## config.mk

```make
export PLATFORM = sky130hd
export DESIGN_NAME = seg_capture
export DESIGN_NICKNAME = d
export VERILOG_FILES = /design/src/rtl/seg_pkg.sv /design/src/rtl/seg_font_decode.sv /design/src/rtl/seg_capture.sv
export SDC_FILE = /design/constraint.sdc
export NUM_CORES = 1
export LEC_CHECK = 0
export CORE_UTILIZATION = 55
export CTS_BUF_LIST = sky130_fd_sc_hd__clkbuf_16
export CTS_CLUSTER_DIAMETER = 40
export DETAILED_ROUTE_END_ITERATION = 8
export PLACE_DENSITY = 0.74
export SETUP_SLACK_MARGIN = 0.02
export SLEW_MARGIN = 20
export SYNTH_ARGS = -nofsm -noshare
export SYNTH_HDL_FRONTEND = slang
export SYNTH_SLANG_ARGS = --single-unit
```

## constraint.sdc

```tcl
create_clock -name clk -period 3 [get_ports clk]
set_input_delay 0.6 -clock clk [delete_from_list [all_inputs] [get_ports clk]]
set_output_delay 0.6 -clock clk [all_outputs]
set_load 0.05 [all_outputs]
```

## src/rtl/seg_pkg.sv

```systemverilog
`default_nettype none
// ============================================================================
//  Module      : seg_pkg
//  Description : Shared 7-segment font constants, defaults and helpers used
//                by the display path and the seg_capture loopback monitor.
//  Revision    : 1.0 - initial release
// ============================================================================
package seg_pkg;

    localparam int DIGITS_DEFAULT = 4;
    localparam int STABLE_DEFAULT = 4;

    // Segment patterns are {g,f,e,d,c,b,a}, active-high.
    localparam logic [6:0] SEG_BLANK = 7'h00;
    localparam logic [6:0] SEG_HEX_0 = 7'h3F;
    localparam logic [6:0] SEG_HEX_1 = 7'h06;
    localparam logic [6:0] SEG_HEX_2 = 7'h5B;
    localparam logic [6:0] SEG_HEX_3 = 7'h4F;
    localparam logic [6:0] SEG_HEX_4 = 7'h66;
    localparam logic [6:0] SEG_HEX_5 = 7'h6D;
    localparam logic [6:0] SEG_HEX_6 = 7'h7D;
    localparam logic [6:0] SEG_HEX_7 = 7'h07;
    localparam logic [6:0] SEG_HEX_8 = 7'h7F;
    localparam logic [6:0] SEG_HEX_9 = 7'h6F;
    localparam logic [6:0] SEG_HEX_A = 7'h77;
    localparam logic [6:0] SEG_HEX_B = 7'h7C;
    localparam logic [6:0] SEG_HEX_C = 7'h39;
    localparam logic [6:0] SEG_HEX_D = 7'h5E;
    localparam logic [6:0] SEG_HEX_E = 7'h79;
    localparam logic [6:0] SEG_HEX_F = 7'h71;

    // True when exactly one bit is set; digit enables are zero-extended to 8 bits.
    function automatic logic is_onehot8(input logic [7:0] v);
        return (v != 8'd0) && ((v & (v - 8'd1)) == 8'd0);
    endfunction

endpackage
`default_nettype wire

```

## src/rtl/seg_font_decode.sv

```systemverilog
`default_nettype none
// ============================================================================
//  Module      : seg_font_decode
//  Description : Combinational inverse of the hex-to-7-segment font. Maps a
//                segment pattern back to a nibble and flags blank / unknown.
//  Revision    : 1.0 - initial release
// ============================================================================
module seg_font_decode
    import seg_pkg::*;
(
    input  logic [6:0] seg,
    output logic [3:0] nibble,
    output logic       blank,
    output logic       err
);

    // Font lookup; anything that is neither a glyph nor blank is an error.
    always_comb begin
        nibble = 4'h0;
        blank  = 1'b0;
        err    = 1'b0;
        case (seg)
            SEG_HEX_0: nibble = 4'h0;
            SEG_HEX_1: nibble = 4'h1;
            SEG_HEX_2: nibble = 4'h2;
            SEG_HEX_3: nibble = 4'h3;
            SEG_HEX_4: nibble = 4'h4;
            SEG_HEX_5: nibble = 4'h5;
            SEG_HEX_6: nibble = 4'h6;
            SEG_HEX_7: nibble = 4'h7;
            SEG_HEX_8: nibble = 4'h8;
            SEG_HEX_9: nibble = 4'h9;
            SEG_HEX_A: nibble = 4'hA;
            SEG_HEX_B: nibble = 4'hB;
            SEG_HEX_C: nibble = 4'hC;
            SEG_HEX_D: nibble = 4'hD;
            SEG_HEX_E: nibble = 4'hE;
            SEG_HEX_F: nibble = 4'hF;
            SEG_BLANK: blank  = 1'b1;
            default:   err    = 1'b1;
        endcase
    end

endmodule
`default_nettype wire

```

## src/rtl/seg_capture.sv

```systemverilog
`default_nettype none
// ============================================================================
//  Module      : seg_capture
//  Description : Monitors a multiplexed 7-segment bus, captures each digit
//                once its pattern is stable, and hands out complete frames on
//                a valid/ready interface with a sticky overrun flag.
//  Revision    : 1.0 - initial release
// ============================================================================
module seg_capture
    import seg_pkg::*;
#(
    parameter int DIGITS = DIGITS_DEFAULT,
    parameter int STABLE = STABLE_DEFAULT
) (
    input  logic                  clk,
    input  logic                  rst_n,
    input  logic [6:0]            seg_in,
    input  logic                  dp_in,
    input  logic [DIGITS-1:0]     an_in,
    input  logic                  frame_ready,
    output logic                  frame_valid,
    output logic [4*DIGITS-1:0]   frame_hex,
    output logic [DIGITS-1:0]     frame_dp,
    output logic [DIGITS-1:0]     frame_blank,
    output logic [DIGITS-1:0]     frame_err,
    output logic                  overrun
);

    localparam int         SAMPLE_W   = DIGITS + 8;
    localparam logic [7:0] STABLE_MAX = 8'(STABLE);
    // Counter value just before the edge on which it reaches STABLE-1.
    localparam logic [7:0] CAPTURE_AT = 8'(STABLE - 2);

    // Input path: two synchroniser stages plus the previous synchronised sample.
    logic [SAMPLE_W-1:0] sync1_q, sync1_d;
    logic [SAMPLE_W-1:0] sync2_q, sync2_d;
    logic [SAMPLE_W-1:0] prev_q,  prev_d;
    logic [7:0]          cnt_q,   cnt_d;

    // Per-position capture slots and the mask of positions captured so far.
    logic [4*DIGITS-1:0] slot_hex_q,   slot_hex_d;
    logic [DIGITS-1:0]   slot_dp_q,    slot_dp_d;
    logic [DIGITS-1:0]   slot_blank_q, slot_blank_d;
    logic [DIGITS-1:0]   slot_err_q,   slot_err_d;
    logic [DIGITS-1:0]   seen_q,       seen_d;

    // Frame output registers.
    logic                valid_q,   valid_d;
    logic [4*DIGITS-1:0] hex_q,     hex_d;
    logic [DIGITS-1:0]   dp_q,      dp_d;
    logic [DIGITS-1:0]   blank_q,   blank_d;
    logic [DIGITS-1:0]   err_q,     err_d;
    logic                overrun_q, overrun_d;

    logic [DIGITS-1:0]   w_an;
    logic                w_dp;
    logic [6:0]          w_seg;
    logic                w_same;
    logic                w_capture;
    logic [3:0]          w_nibble;
    logic                w_blank;
    logic                w_err;
    logic                w_xfer;
    logic                w_complete;

    assign w_an       = sync2_q[SAMPLE_W-1:8];
    assign w_dp       = sync2_q[7];
    assign w_seg      = sync2_q[6:0];
    assign w_same     = (sync2_q == prev_q);
    assign w_xfer     = valid_q && frame_ready;
    assign w_complete = &seen_q;

    seg_font_decode u_decode (
        .seg    (w_seg),
        .nibble (w_nibble),
        .blank  (w_blank),
        .err    (w_err)
    );

    // Synchroniser shift and stability counter (clears on change, saturates at STABLE).
    always_comb begin
        sync1_d = {an_in, dp_in, seg_in};
        sync2_d = sync1_q;
        prev_d  = sync2_q;
        cnt_d   = cnt_q;
        if (!w_same) begin
            cnt_d = 8'd0;
        end else if (cnt_q != STABLE_MAX) begin
            cnt_d = cnt_q + 8'd1;
        end
    end

    // Single capture per stable interval; blank or multi-hot enables are ignored silently.
    always_comb begin
        w_capture = w_same && (cnt_q == CAPTURE_AT) && is_onehot8(8'(w_an));
    end

    // Slot writes and seen tracking; a completing frame clears seen, a concurrent capture re-seeds it.
    always_comb begin
        slot_hex_d   = slot_hex_q;
        slot_dp_d    = slot_dp_q;
        slot_blank_d = slot_blank_q;
        slot_err_d   = slot_err_q;
        seen_d       = w_complete ? '0 : seen_q;
        if (w_capture) begin
            for (int i = 0; i < DIGITS; i++) begin
                if (w_an[i]) begin
                    slot_hex_d[4*i +: 4] = w_nibble;
                    slot_dp_d[i]         = w_dp;
                    slot_blank_d[i]      = w_blank;
                    slot_err_d[i]        = w_err;
                    seen_d[i]            = 1'b1;
                end
            end
        end
    end

    // Frame handoff: load on completion when the output is free, otherwise drop and flag overrun.
    always_comb begin
        valid_d   = valid_q;
        hex_d     = hex_q;
        dp_d      = dp_q;
        blank_d   = blank_q;
        err_d     = err_q;
        overrun_d = overrun_q;
        if (w_xfer) begin
            valid_d   = 1'b0;
            overrun_d = 1'b0;
        end
        if (w_complete) begin
            if (!valid_q || w_xfer) begin
                valid_d = 1'b1;
                hex_d   = slot_hex_q;
                dp_d    = slot_dp_q;
                blank_d = slot_blank_q;
                err_d   = slot_err_q;
            end else begin
                overrun_d = 1'b1;
            end
        end
    end

    // State registers with asynchronous active-low reset.
    always_ff @(posedge clk or negedge rst_n) begin
        if (!rst_n) begin
            sync1_q      <= '0;
            sync2_q      <= '0;
            prev_q       <= '0;
            cnt_q        <= 8'd0;
            slot_hex_q   <= '0;
            slot_dp_q    <= '0;
            slot_blank_q <= '0;
            slot_err_q   <= '0;
            seen_q       <= '0;
            valid_q      <= 1'b0;
            hex_q        <= '0;
            dp_q         <= '0;
            blank_q      <= '0;
            err_q        <= '0;
            overrun_q    <= 1'b0;
        end else begin
            sync1_q      <= sync1_d;
            sync2_q      <= sync2_d;
            prev_q       <= prev_d;
            cnt_q        <= cnt_d;
            slot_hex_q   <= slot_hex_d;
            slot_dp_q    <= slot_dp_d;
            slot_blank_q <= slot_blank_d;
            slot_err_q   <= slot_err_d;
            seen_q       <= seen_d;
            valid_q      <= valid_d;
            hex_q        <= hex_d;
            dp_q         <= dp_d;
            blank_q      <= blank_d;
            err_q        <= err_d;
            overrun_q    <= overrun_d;
        end
    end

    assign frame_valid = valid_q;
    assign frame_hex   = hex_q;
    assign frame_dp    = dp_q;
    assign frame_blank = blank_q;
    assign frame_err   = err_q;
    assign overrun     = overrun_q;

endmodule
`default_nettype wire

```

==> flow_summary_export.csv <==
group,metric,value,unit
clocking,cts_max_path_buffers,2,
global_route,grt_pass1_wl,11.5,mm
power,p_per_area,540,nW/um2
floorplan,die_w,89.3,um
sta,rsz0062_at_grt,"no",
critical_path,crit_chain,"or4_1, or4b_1, nor3_2, or3b_1, mux2_1",
floorplan,io_pins,45,
routing,viasPerCell,5.37,
sta,finalHoldViolations,0,
place,dp.cells,441,
critical_path,end_kind,"flip-flop",
clocking,root_buffer,"clkbuf_16",
floorplan,rows,31,
cells_and_area,fillerInstances,572,
global_route,grt_pass1_vias,2349,
cells_and_area,areaGrowthSynthToFinish,19.5,%
sta,fin_skew,0.00718,ns
cells_and_area,num-nets-final,371,
synthesis,synth_edf_count,0,
place,hpwl,4.70,mm
critical_path,crit_path_start,"cnt_q[4]",
global_route,grt.total_usage,0.197,
worst_hold_path,hp-class,"in -> async",
routing,vias,2454,
sta,max_freq,0.372,GHz
clocking,clk_pin_slew,0.07,ns
clocking,cts_resized,0,
flow_run,maxCapViolations,0,
critical_path,critPathLaunchType,"flip-flop",
clocking,post_cts_buffers,0,
clocking,cts.sinks,106,
run_status,status,"completed",
routing,initialDrtViolationCount,62,
critical_path,critical_path_buf_inv_count,0,
power,p_leak,2.38,nW
synthesis,avgSynthCellArea,13.6,um2
sta,relSlewSlack,0.528,
power,p_int,2.13,mW
power,comb_power_share,0.036,
power,total_power,2.70,mW
synthesis,synthArstFlopShare,1.00,
cells_and_area,instances_no_fill,457,
critical_path,crit_fanout,8,
sta,post-route-period-util,0.896,
clocking,hold_buffers,0,
power,p_seq_frac,0.549,
place,placed_area,4720,um2
critical_path,cp.required,3.22,ns
clocking,htreeDepth,3,
cells_and_area,antenna_cells,0,
global_route,antenna_found_initial,0,
sta,period_minus_slack,2.69,ns
synthesis,yosys_warnings,0,
global_route,grt-ovfl-total,0,
cells_and_area,fin_util,0.686,
sta,setup_tns,0,ns
cells_and_area,final_area,5000,um2
synthesis,syn_nets,326,
clocking,insertion_delay,0.34,ns
clocking,cts_buffers,9,
critical_path,slowest_delay,0.56,ns
sta,finalSetupViolCount,0,
cells_and_area,layout-drive-gt1-share,0.215,
synthesis,synth_cell_types,39,
synthesis,syn_inst,308,
sta,maxSlewViolCount,0,
power,peakVddDrop,0.359,mV
routing,drc_errors,0,
floorplan,die_h,89.3,um
floorplan,initial_utilization,0.574,
critical_path,slowest_stage,"or3b_1",
routing,wl_per_cell,15.1,um
sta,worstMarginPinSlew,0.701,ns
synthesis,yosysSeqAreaShare,0.633,
critical_path,critical_path_class,"reg -> reg",
routing,dr.pass1.iters,6,
place,place_congestion,0.816,
critical_path,crit_arrival,2.90,ns
floorplan,core_area,7290,um2
critical_path,r2r-start,"cnt_q[4]",
power,swShare,0.210,
critical_path,critical_path.top_delay_family,"simple AND/OR/NAND/NOR gates",
clocking,cts_tree,"done",
power,clkPwrFrac,0.415,
synthesis,ys.flop_type,"dfrtp_1",
synthesis,synth_seq_cells,106,
place,portBuffers,44,
global_route,grt_max_degree,57,
power,p_sw,0.567,mW
routing,wirelength,6.90,mm
synthesis,synth_area,4190,um2
routing,drtAntennaViolNets,0,
floorplan,die_area,7970,um2
registers in the layout, indices dropped and copies added, names as in the netlist:
register,count
frame_hex,16
slot_hex_q,16
sync1_q,12
frame_err,4
prev_q,12
overrun,1
frame_dp,4
prev_d,12
slot_err_q,4
slot_dp_q,4
seen_q,4
cnt_q,8
slot_blank_q,4
frame_blank,4
frame_valid,1
worst register-to-register path, cell delays in order (launching register included):
cell,delay (ns)
dfrtp_1,0.42
or4_1,0.55
or4b_1,0.50
nor3_2,0.17
or3b_1,0.56
mux2_1,0.38
placed cells by master, fill, tap and decap left out, drive strengths merged, types with 2 or more instances in the layout:
cell type,Yosys,layout
clkdlybuf4s50,0,43
nor2,16,16
nor4bb,2,2
nor4,5,5
buf,6,7
nand4,5,5
ha,3,3
nand2,16,16
a211oi,2,2
a21oi,5,5
and3,5,5
xnor2,4,4
or3b,4,4
clkbuf,10,9
nand3,7,7
inv,8,10
nor3,5,5
dfrtp,106,106
o21ai,6,6
clkinv,0,3
nor3b,2,2
xor2,15,15
or4,3,3
mux2,57,57
nand2b,2,2
nand3b,2,2
cell usage after synthesis (3+ instances only):
library cell  number  area, um2
nand4_1            5       31.3
or4_1              3       22.5
nor2_1            16       60.1
or3b_1             4       35.0
xnor2_1            4       35.0
mux2_2            56        631
and3_1             5       31.3
nand2_1           16       60.1
o21ai_0            6       30.0
ha_1               3       37.5
nor3_1             4       20.0
a21oi_1            5       25.0
buf_6              4       45.0
clkbuf_1          10       37.5
nor4_1             5       31.3
nand3_1            7       35.0
inv_1              8       30.0
xor2_1            15        131
dfrtp_1          106       2650
through the flow:
step,hold WS (ns),setup slack (ns)
final,0.290,0.313
after global routing,0.335,0.164
after CTS,0.299,0.273
after detailed placement,0.335,0.311
after global placement,0.331,0.347
after floorplan,0.304,0.530
cells by family (layout without fill, tap and decap cells):
kind of cell / count (synthesis) / after routing / synth area share
XOR/XNOR: 19 / 19 / 0.0397
flip-flops: 106 / 106 / 0.633
buffers and inverters: 24 / 74 / 0.0287
AO/OA/AOI/OAI: 19 / 19 / 0.0281
adder cells (fa/ha/maj): 3 / 3 / 0.00896
multiplexers: 58 / 58 / 0.156
AND/OR/NAND/NOR: 79 / 79 / 0.105
per-layer routing:
metal	share of wire	up-vias	track usage
met5	0	-	0
met4	0.014	0	0.0736
met2	0.49	48	0.313
li1	-	1167	-
met3	0.028	10	0.0416
met1	0.47	1229	0.269
worst paths after layout:
check                                   to  slack, ns  cells past startpoint
max reg2reg                slot_blank_q[1]       0.31                      5
max in group asynchronous        prev_q[2]       2.01                      2
max                        slot_blank_q[1]       0.31                      5
min reg2reg                     prev_d[11]       0.35                      0
min in group clk                prev_d[11]       0.35                      0
min                           frame_hex[3]       0.29                      1
power groups by stage:
stage | logic [mW] | registers [mW] | clock network [mW]
global placement | 0.0966 | 1.51 | 0
global route | 0.109 | 1.49 | 1.20
floorplan | 0.0460 | 1.50 | 0
detailed placement | 0.0985 | 1.51 | 0
CTS | 0.0994 | 1.48 | 1.16
finish | 0.0965 | 1.48 | 1.12
final cells by class:
type                            count  area (um2)  share of cell area
Multi-Input combinational cell    178        1420               0.283
Clock inverter                      7        62.6              0.0125
Timing Repair Buffer               50         495              0.0990
Clock buffer                        9         225              0.0450
Inverter                            8        30.0             0.00600
Sequential cell                   106        2650               0.530
Tap cell                           99         124              0.0248
Power figures use the tool's default switching activity.
